===== config.mk =====
export PLATFORM = sky130hd
export DESIGN_NAME = mp_serializer_hs
export DESIGN_NICKNAME = d
export VERILOG_FILES = /design/src/rtl/mp_serializer_hs.sv
export SDC_FILE = /design/constraint.sdc
export NUM_CORES = 1
export LEC_CHECK = 0
export CORE_MARGIN = 5
export CORE_UTILIZATION = 40
export CTS_BUF_LIST = sky130_fd_sc_hd__clkbuf_16
export CTS_CLUSTER_SIZE = 24
export DETAILED_ROUTE_END_ITERATION = 10
export GPL_TIMING_DRIVEN = 0
export SLEW_MARGIN = 5
export SYNTH_ARGS = -nofsm -noshare
export SYNTH_HDL_FRONTEND = slang
export SYNTH_SLANG_ARGS = --single-unit

===== constraint.sdc =====
create_clock -name clk_i -period 4.22 [get_ports clk_i]
set_clock_uncertainty 0.2 [all_clocks]
set_input_delay 0.633 -clock clk_i [delete_from_list [all_inputs] [get_ports clk_i]]
set_output_delay 0.633 -clock clk_i [all_outputs]
set_load 0.1 [all_outputs]

===== src/rtl/mp_serializer_hs.sv =====
// mp_serializer_hs: parallel word in (valid/ready), lanes_p-bit beats out (valid/ready),
//   with sof/eof marking the first and last beat of each word.
// Latency: first beat of an accepted word is valid one cycle after acceptance.
// Backpressure: ready_i low freezes data_o/sof_o/eof_o; v_o stays high until the beat transfers.
//
// Ports:
//   clk_i, reset_i    single clock, synchronous active-high reset
//   data_i, v_i       parallel word and its valid; sampled when v_i & ready_o
//   ready_o           a buffer slot is free (depends only on state, never on v_i/ready_i)
//   data_o, v_o       current serial beat and its valid
//   ready_i           downstream accepts the beat (transfer when v_o & ready_i)
//   sof_o, eof_o      beat 0 / last beat of a word, qualified by v_o
//
// Build option: define MP_SERIALIZER_PARITY_EN to append one trailing beat per word that
// carries per-lane even parity (bit k = XOR of all bits sent on lane k for that word);
// eof_o then flags the parity beat instead of the last data beat.
//
// width_p must be a multiple of lanes_p with width_p/lanes_p >= 2.

module mp_serializer_hs #(
  parameter int width_p     = 256,
  parameter int lanes_p     = 1,
  parameter int lsb_first_p = 1
) (
  input  logic               clk_i,
  input  logic               reset_i,
  input  logic [width_p-1:0] data_i,
  input  logic               v_i,
  output logic               ready_o,
  output logic [lanes_p-1:0] data_o,
  output logic               v_o,
  input  logic               ready_i,
  output logic               sof_o,
  output logic               eof_o
);

  localparam int beats_lp = width_p / lanes_p;
`ifdef MP_SERIALIZER_PARITY_EN
  localparam int beats_tot = beats_lp + 1;
`else
  localparam int beats_tot = beats_lp;
`endif
  localparam int cnt_w = (beats_tot > 1) ? $clog2(beats_tot) : 1;
  localparam logic [cnt_w-1:0] last_cnt = cnt_w'(beats_tot - 1);

  typedef enum logic {
    IDLE  = 1'b0,
    SHIFT = 1'b1
  } state_t;

  state_t             state_r;
  state_t             state_n;
  logic [width_p-1:0] shift_r;
  logic [width_p-1:0] hold_r;
  logic               hold_v_r;
  logic [cnt_w-1:0]   count_r;

  logic               running;
  logic               accept;
  logic               xfer;
  logic               last_beat;
  logic               load_in;
  logic               load_hold;
  logic               shift_en;
  logic               clear_sh;
  logic               hold_wr;
  logic [lanes_p-1:0] head;
  logic [width_p-1:0] shifted;
  logic [lanes_p-1:0] beat_dat;

  // Outputs are forced quiet while reset is held so nothing transfers mid-reset.
  assign ready_o   = ~hold_v_r & ~reset_i;
  assign running   = (state_r == SHIFT) & ~reset_i;
  assign accept    = v_i & ready_o;
  assign xfer      = running & ready_i;
  assign last_beat = (count_r == last_cnt);

  // The outgoing beat always sits at the "head" end of the shifter; the shift
  // direction decides which end that is.
  generate
    if (lsb_first_p != 0) begin : g_lsb
      assign head    = shift_r[lanes_p-1:0];
      assign shifted = shift_r >> lanes_p;
    end else begin : g_msb
      assign head    = shift_r[width_p-1 -: lanes_p];
      assign shifted = shift_r << lanes_p;
    end
  endgenerate

`ifdef MP_SERIALIZER_PARITY_EN
  // Parity accumulates from the beats actually transferred, so it needs no
  // separate fold of the word at load time (hold or direct path alike).
  logic [lanes_p-1:0] par_r;

  assign beat_dat = last_beat ? par_r : head;

  always_ff @(posedge clk_i) begin
    if (reset_i || load_in || load_hold || clear_sh) begin
      par_r <= '0;
    end else if (xfer && !last_beat) begin
      par_r <= par_r ^ head;
    end
  end
`else
  assign beat_dat = head;
`endif

  // Next-state and datapath control.
  always_comb begin
    state_n   = state_r;
    load_in   = 1'b0;
    load_hold = 1'b0;
    shift_en  = 1'b0;
    clear_sh  = 1'b0;
    hold_wr   = 1'b0;
    case (state_r)
      IDLE: begin
        if (accept) begin
          load_in = 1'b1;
          state_n = SHIFT;
        end
      end
      SHIFT: begin
        if (xfer && last_beat) begin
          // Refill immediately so the next word follows with no bubble;
          // the held word has priority because it was accepted earlier.
          if (hold_v_r) begin
            load_hold = 1'b1;
          end else if (accept) begin
            load_in = 1'b1;
          end else begin
            clear_sh = 1'b1;
            state_n  = IDLE;
          end
        end else if (xfer) begin
          shift_en = 1'b1;
        end
        // An accepted word that is not going straight into the shifter parks
        // in the holding register. ready_o is low while it is full, so this
        // never overwrites a pending word.
        if (accept && !load_in) begin
          hold_wr = 1'b1;
        end
      end
      default: state_n = IDLE;
    endcase
  end

  always_ff @(posedge clk_i) begin
    if (reset_i) begin
      state_r  <= IDLE;
      shift_r  <= '0;
      count_r  <= '0;
      hold_r   <= '0;
      hold_v_r <= 1'b0;
    end else begin
      state_r <= state_n;

      if (load_in) begin
        shift_r <= data_i;
        count_r <= '0;
      end else if (load_hold) begin
        shift_r <= hold_r;
        count_r <= '0;
      end else if (clear_sh) begin
        shift_r <= '0;
        count_r <= '0;
      end else if (shift_en) begin
        shift_r <= shifted;
        count_r <= count_r + cnt_w'(1);
      end

      if (hold_wr) begin
        hold_r   <= data_i;
        hold_v_r <= 1'b1;
      end else if (load_hold) begin
        hold_v_r <= 1'b0;
      end
    end
  end

  assign v_o    = running;
  assign data_o = running ? beat_dat : '0;
  assign sof_o  = running & (count_r == '0);
  assign eof_o  = running & last_beat;

endmodule

======== Word-level counts from Yosys, hierarchy flattened ========
Index checks and enable logic that the tools add are counted.
storage, ports and cells
  register bits after elaboration ......... 522
  input bits .............................. 260
  output and inout bits ................... 5
cells by class
  $add $sub $neg .......................... 1
  equality and inequality tests ........... 1
  multiplexer cells ....................... 27
  bitwise gates (word level) .............. 9
  reductions and logical operators ........ 7
operators with widths
  cell                   number
  $mux W256              4
  $mux W1                21
  $add A8 B1 Y8 const B  1
  $eq A8 B8 Y1 const B   1
  $logic_not A8 Y1       1
  $and A1 B1 Y1          6
  $pmux W1 S2            2
  $reduce_bool A4 Y1     1
  $reduce_or A4 Y1       1
  $not A1 Y1             3
  $logic_and A1 B1 Y1    2
  $reduce_bool A2 Y1     1
  $logic_not A1 Y1       1

======== Depth between registers and ports, before layout ========
  word-level depth ........................ 12
  depth in mapped cells ................... 8
  gate-level depth less buffers ........... 5

======== Worst setup path before layout ========
Ideal clock, no wire load.
  kind .................................... input -> output
  start ................................... in reset_i
  end ..................................... out sof_o
  arrival time ............................ 4.537 ns
  required time ........................... 3.387 ns
  setup slack ............................. -1.150 ns
  stages .................................. 5
  path buffers ............................ 1
  cells stage by stage .................... buf_2 > nand2b_1 > inv_1 > nand2_1 > nor4_1
on the way
  word-level cells in the longest chain between the ends .. 3
ends and longest elaborated chain
  element          RTL line  RTL
  start, declared  26        input logic reset_i,
  $not A1 Y1       73        assign running = (state_r == SHIFT) & ~reset_i;
  $and A1 B1 Y1    73
  named net v_o    31        output logic v_o,
  $and A1 B1 Y1    184       assign sof_o = running & (count_r == '0);
  end, declared    33        output logic sof_o,
The timed path passes the listed nets, and every way through them passes these cells.

======== Final worst setup path ========
  start ................................... in reset_i
  end ..................................... out sof_o
on the way
  word-level cells in the longest chain between the ends .. 3
ends and longest elaborated chain
  element        RTL line
  $not A1 Y1     73
  $and A1 B1 Y1  73
  $and A1 B1 Y1  184
No other way between the ends.

==> run metrics <==
hold crit path type=reg2reg; port bufs=264; RSZ-0062 raised after global routing=no; Post-Layout Cell Count=approximately 3800; Clock Pin Slew Worst Setup and Hold Paths=~0.06 ns; PostCTS Resize Cnt=0; Comb power frac=between 10% and 20%; vias in the first global route=21400; area delta synth->final=22.9%; Synth area leader=dfxtp_1; CTS tree=built; DRT iter0 DRCs=roughly 1200; Slew Limit Headroom=about 22%; crit path capture type=primary output; fin nets=about 3300; dpl hpwl=between 50 and 60 mm; post-route clock period utilization=between 90% and 100%; Seq pwr share=between 40 and 50%; first-pass GRT wire length=between 100 and 150 mm; Root Buffer=clkbuf_16; multi-input logic area=12000 sq um; Data required, critical path=3.39 ns; PnR worst setup slack=approximately 0.062 ns; Vias/cell=approximately 5.7; WS Path Type=in2out; Sum Neg Setup Slack=0 ns; DRC=0; Clk network pwr share=around two fifths; CP arrival=~3.3 ns; Skew-Pair Late Insertion Delay=approximately 0.62 ns; post-synthesis async set-or-reset flop share=0%; Slew @ Worst Pin=1.16 ns; gr usage total=around 22%; Pwr Total=12.2 mW; Initial Utilization=about two fifths; Worst setup SP type=input pin; Placed Cells=roughly 3700; Tmin final=a little over 4 ns; initial antenna violation count=10; Mapped Nets=between 2000 and 3000; synthesized area=~24000 sq um; Post-CTS Setup Bufs=0; TritonCTS buffer count=58; area share of the largest cell type after synthesis=between 40% and 50%; switch share=around 28%; sequential fraction of the synthesis area=between 40% and 50%; DP Worst Slack=between 0.1 and 0.15 ns; Int Pwr=8.83 mW; Ports=265; antenna-violating nets left=0; Die Ht=approximately 250 microns; Net Switching=3.39 mW; number of max-cap violations=0; WL/cell=about 20 microns; fmax=241 MHz; Peak VDD IR=between 0.3 and 0.4 mV; GRT overflow=0; Unique masters post-synth=52; highest fanout seen on the critical path=10; clock buffer depth=3; # H-tree levels=2; Post-synth EDFFs=0; PD cells=just over 400 nW/um^2; First-pass DRT Iterations=8; number of fill cells=about 5400; Clock Sinks=~520; standard-cell rows=around 90; Static Leak=approximately 10 nW; Area contributors post-synth=dfxtp_1 (44%), a221oi_2 (16%), nand2_1 (8.1%); max-slew violation count=0; commonest cells after routing, fill and taps aside=dfxtp_1 (522), nand2_1 (518), nor2_1 (265); top_reg_cell synth=dfxtp_1; synth warn=0; Hold Violations, Final=0; final-report setup violation count=0; Die X=255 microns; outcome=finished, final reports clean; core area=around 59000 sq um; Syn Area/Cell=between 8 and 9 sq um; Vias=between 20000 and 25000; hold buffer count at CTS=0; die area=64900 sq um; largest net degree at the start of global routing=16; Synth Register Bits=roughly 520; sequential cell area=10500 sq um; Final GP Congestion=between 0.8 and 0.9; post-synthesis instance total=2667; commonest non-fill, non-tap cell in the layout=dfxtp_1; layout cells sized above 1=20.6%; final WL=approximately 76 mm
==> registers in the layout (all words and copies together), names as in the netlist <==
register / flops
hold_v_r: 1
state_r: 1
hold_r: 256
shift_r: 256
count_r: 8
==> power by group through the flow <==
stage	Sequential, mW	Clock [mW]	Combinational (mW)
4_1_cts	5.44	5.03	1.85
3_3_place_gp	5.54	0	1.80
5_1_grt	5.48	5.22	2.02
2_1_floorplan	5.50	0	1.18
3_5_place_dp	5.55	0	1.84
6_report	5.45	4.92	1.85
==> Yosys cell counts, drive strengths merged (2+ instances only) <==
library cell  instances
dfxtp               522
nand2               518
nor2                265
a21oi               262
nand3               258
a211oi              256
a221oi              255
buf                 211
clkbuf               73
inv                   4
o21ai                 4
nand4                 3
and2                  2
and4                  2
ha                    2
nand3b                2
nor4                  2
nor4b                 2
o31ai                 2
xnor2                 2
==> cell type report <==
class                      count  area share, %
multi-input combinational   1857           40.8
sequential                   522           35.5
timing repair buffer         264           8.98
buffer                       284           5.05
clock buffer                  59           5.02
tap                          773           3.29
clock inverter                45           1.21
antenna                        8         0.0680
inverter                       4         0.0510
==> kinds of logic (layout without fill, tap and decap cells) <==
kind of cell	count (synthesis)	after routing	share of synthesized area, %
and+or+nand+nor	1064	1064	18.5
other	0	8	0
muxes	1	1	0.0418
adders and majority gates	2	2	0.104
DFF	522	522	43.6
buffers and inverters	288	656	6.27
AOI/OAI and AO/OA	787	787	31.3
xor gates and xnor gates	3	3	0.110
==> critical path, stage by stage <==
cell	delay, ns
clkdlybuf4s50_1	0.48
buf_2	0.22
nand2b_1	0.19
inv_1	0.20
nand2_1	0.12
nor4_4	0.26
clkdlybuf4s50_1	1.20
==> through the flow <==
step / hold slack [ns] / utilization (%) / area, sq um
global placement: 0.244 / 46.7 / 27600
finish: 0.258 / 49.8 / 29400
global route: 0.275 / 49.8 / 29400
detailed placement: 0.250 / 46.7 / 27600
CTS: 0.258 / 49.7 / 29400
floorplan: 0.236 / - / 24000
==> per-layer routing <==
layer,up-vias,part of all wire [%],track usage (%)
met1,10500,45,30.9
li1,10400,-,-
met2,642,46,35.5
met3,159,5.6,3.47
met4,8,3.4,8.56
met5,-,0.066,0
==> path summary, 6_finish.rpt <==
| path | depth (start not counted) | end | slack, ns | startpoint |
|---|---|---|---|---|
| worst max-delay path | 7 | sof_o | 0.06 | reset_i |
| worst max register to register | 6 | shift_r[58]$_SDFFE_PP0P_ | 1.52 | hold_v_r$_SDFFE_PP0P_ |
| worst min-delay path | 2 | hold_r[210]$_SDFFE_PP0P_ | 0.26 | hold_r[210]$_SDFFE_PP0P_ |
| worst min register to register | 2 | hold_r[210]$_SDFFE_PP0P_ | 0.26 | hold_r[210]$_SDFFE_PP0P_ |
Power figures use the tool's default switching activity.
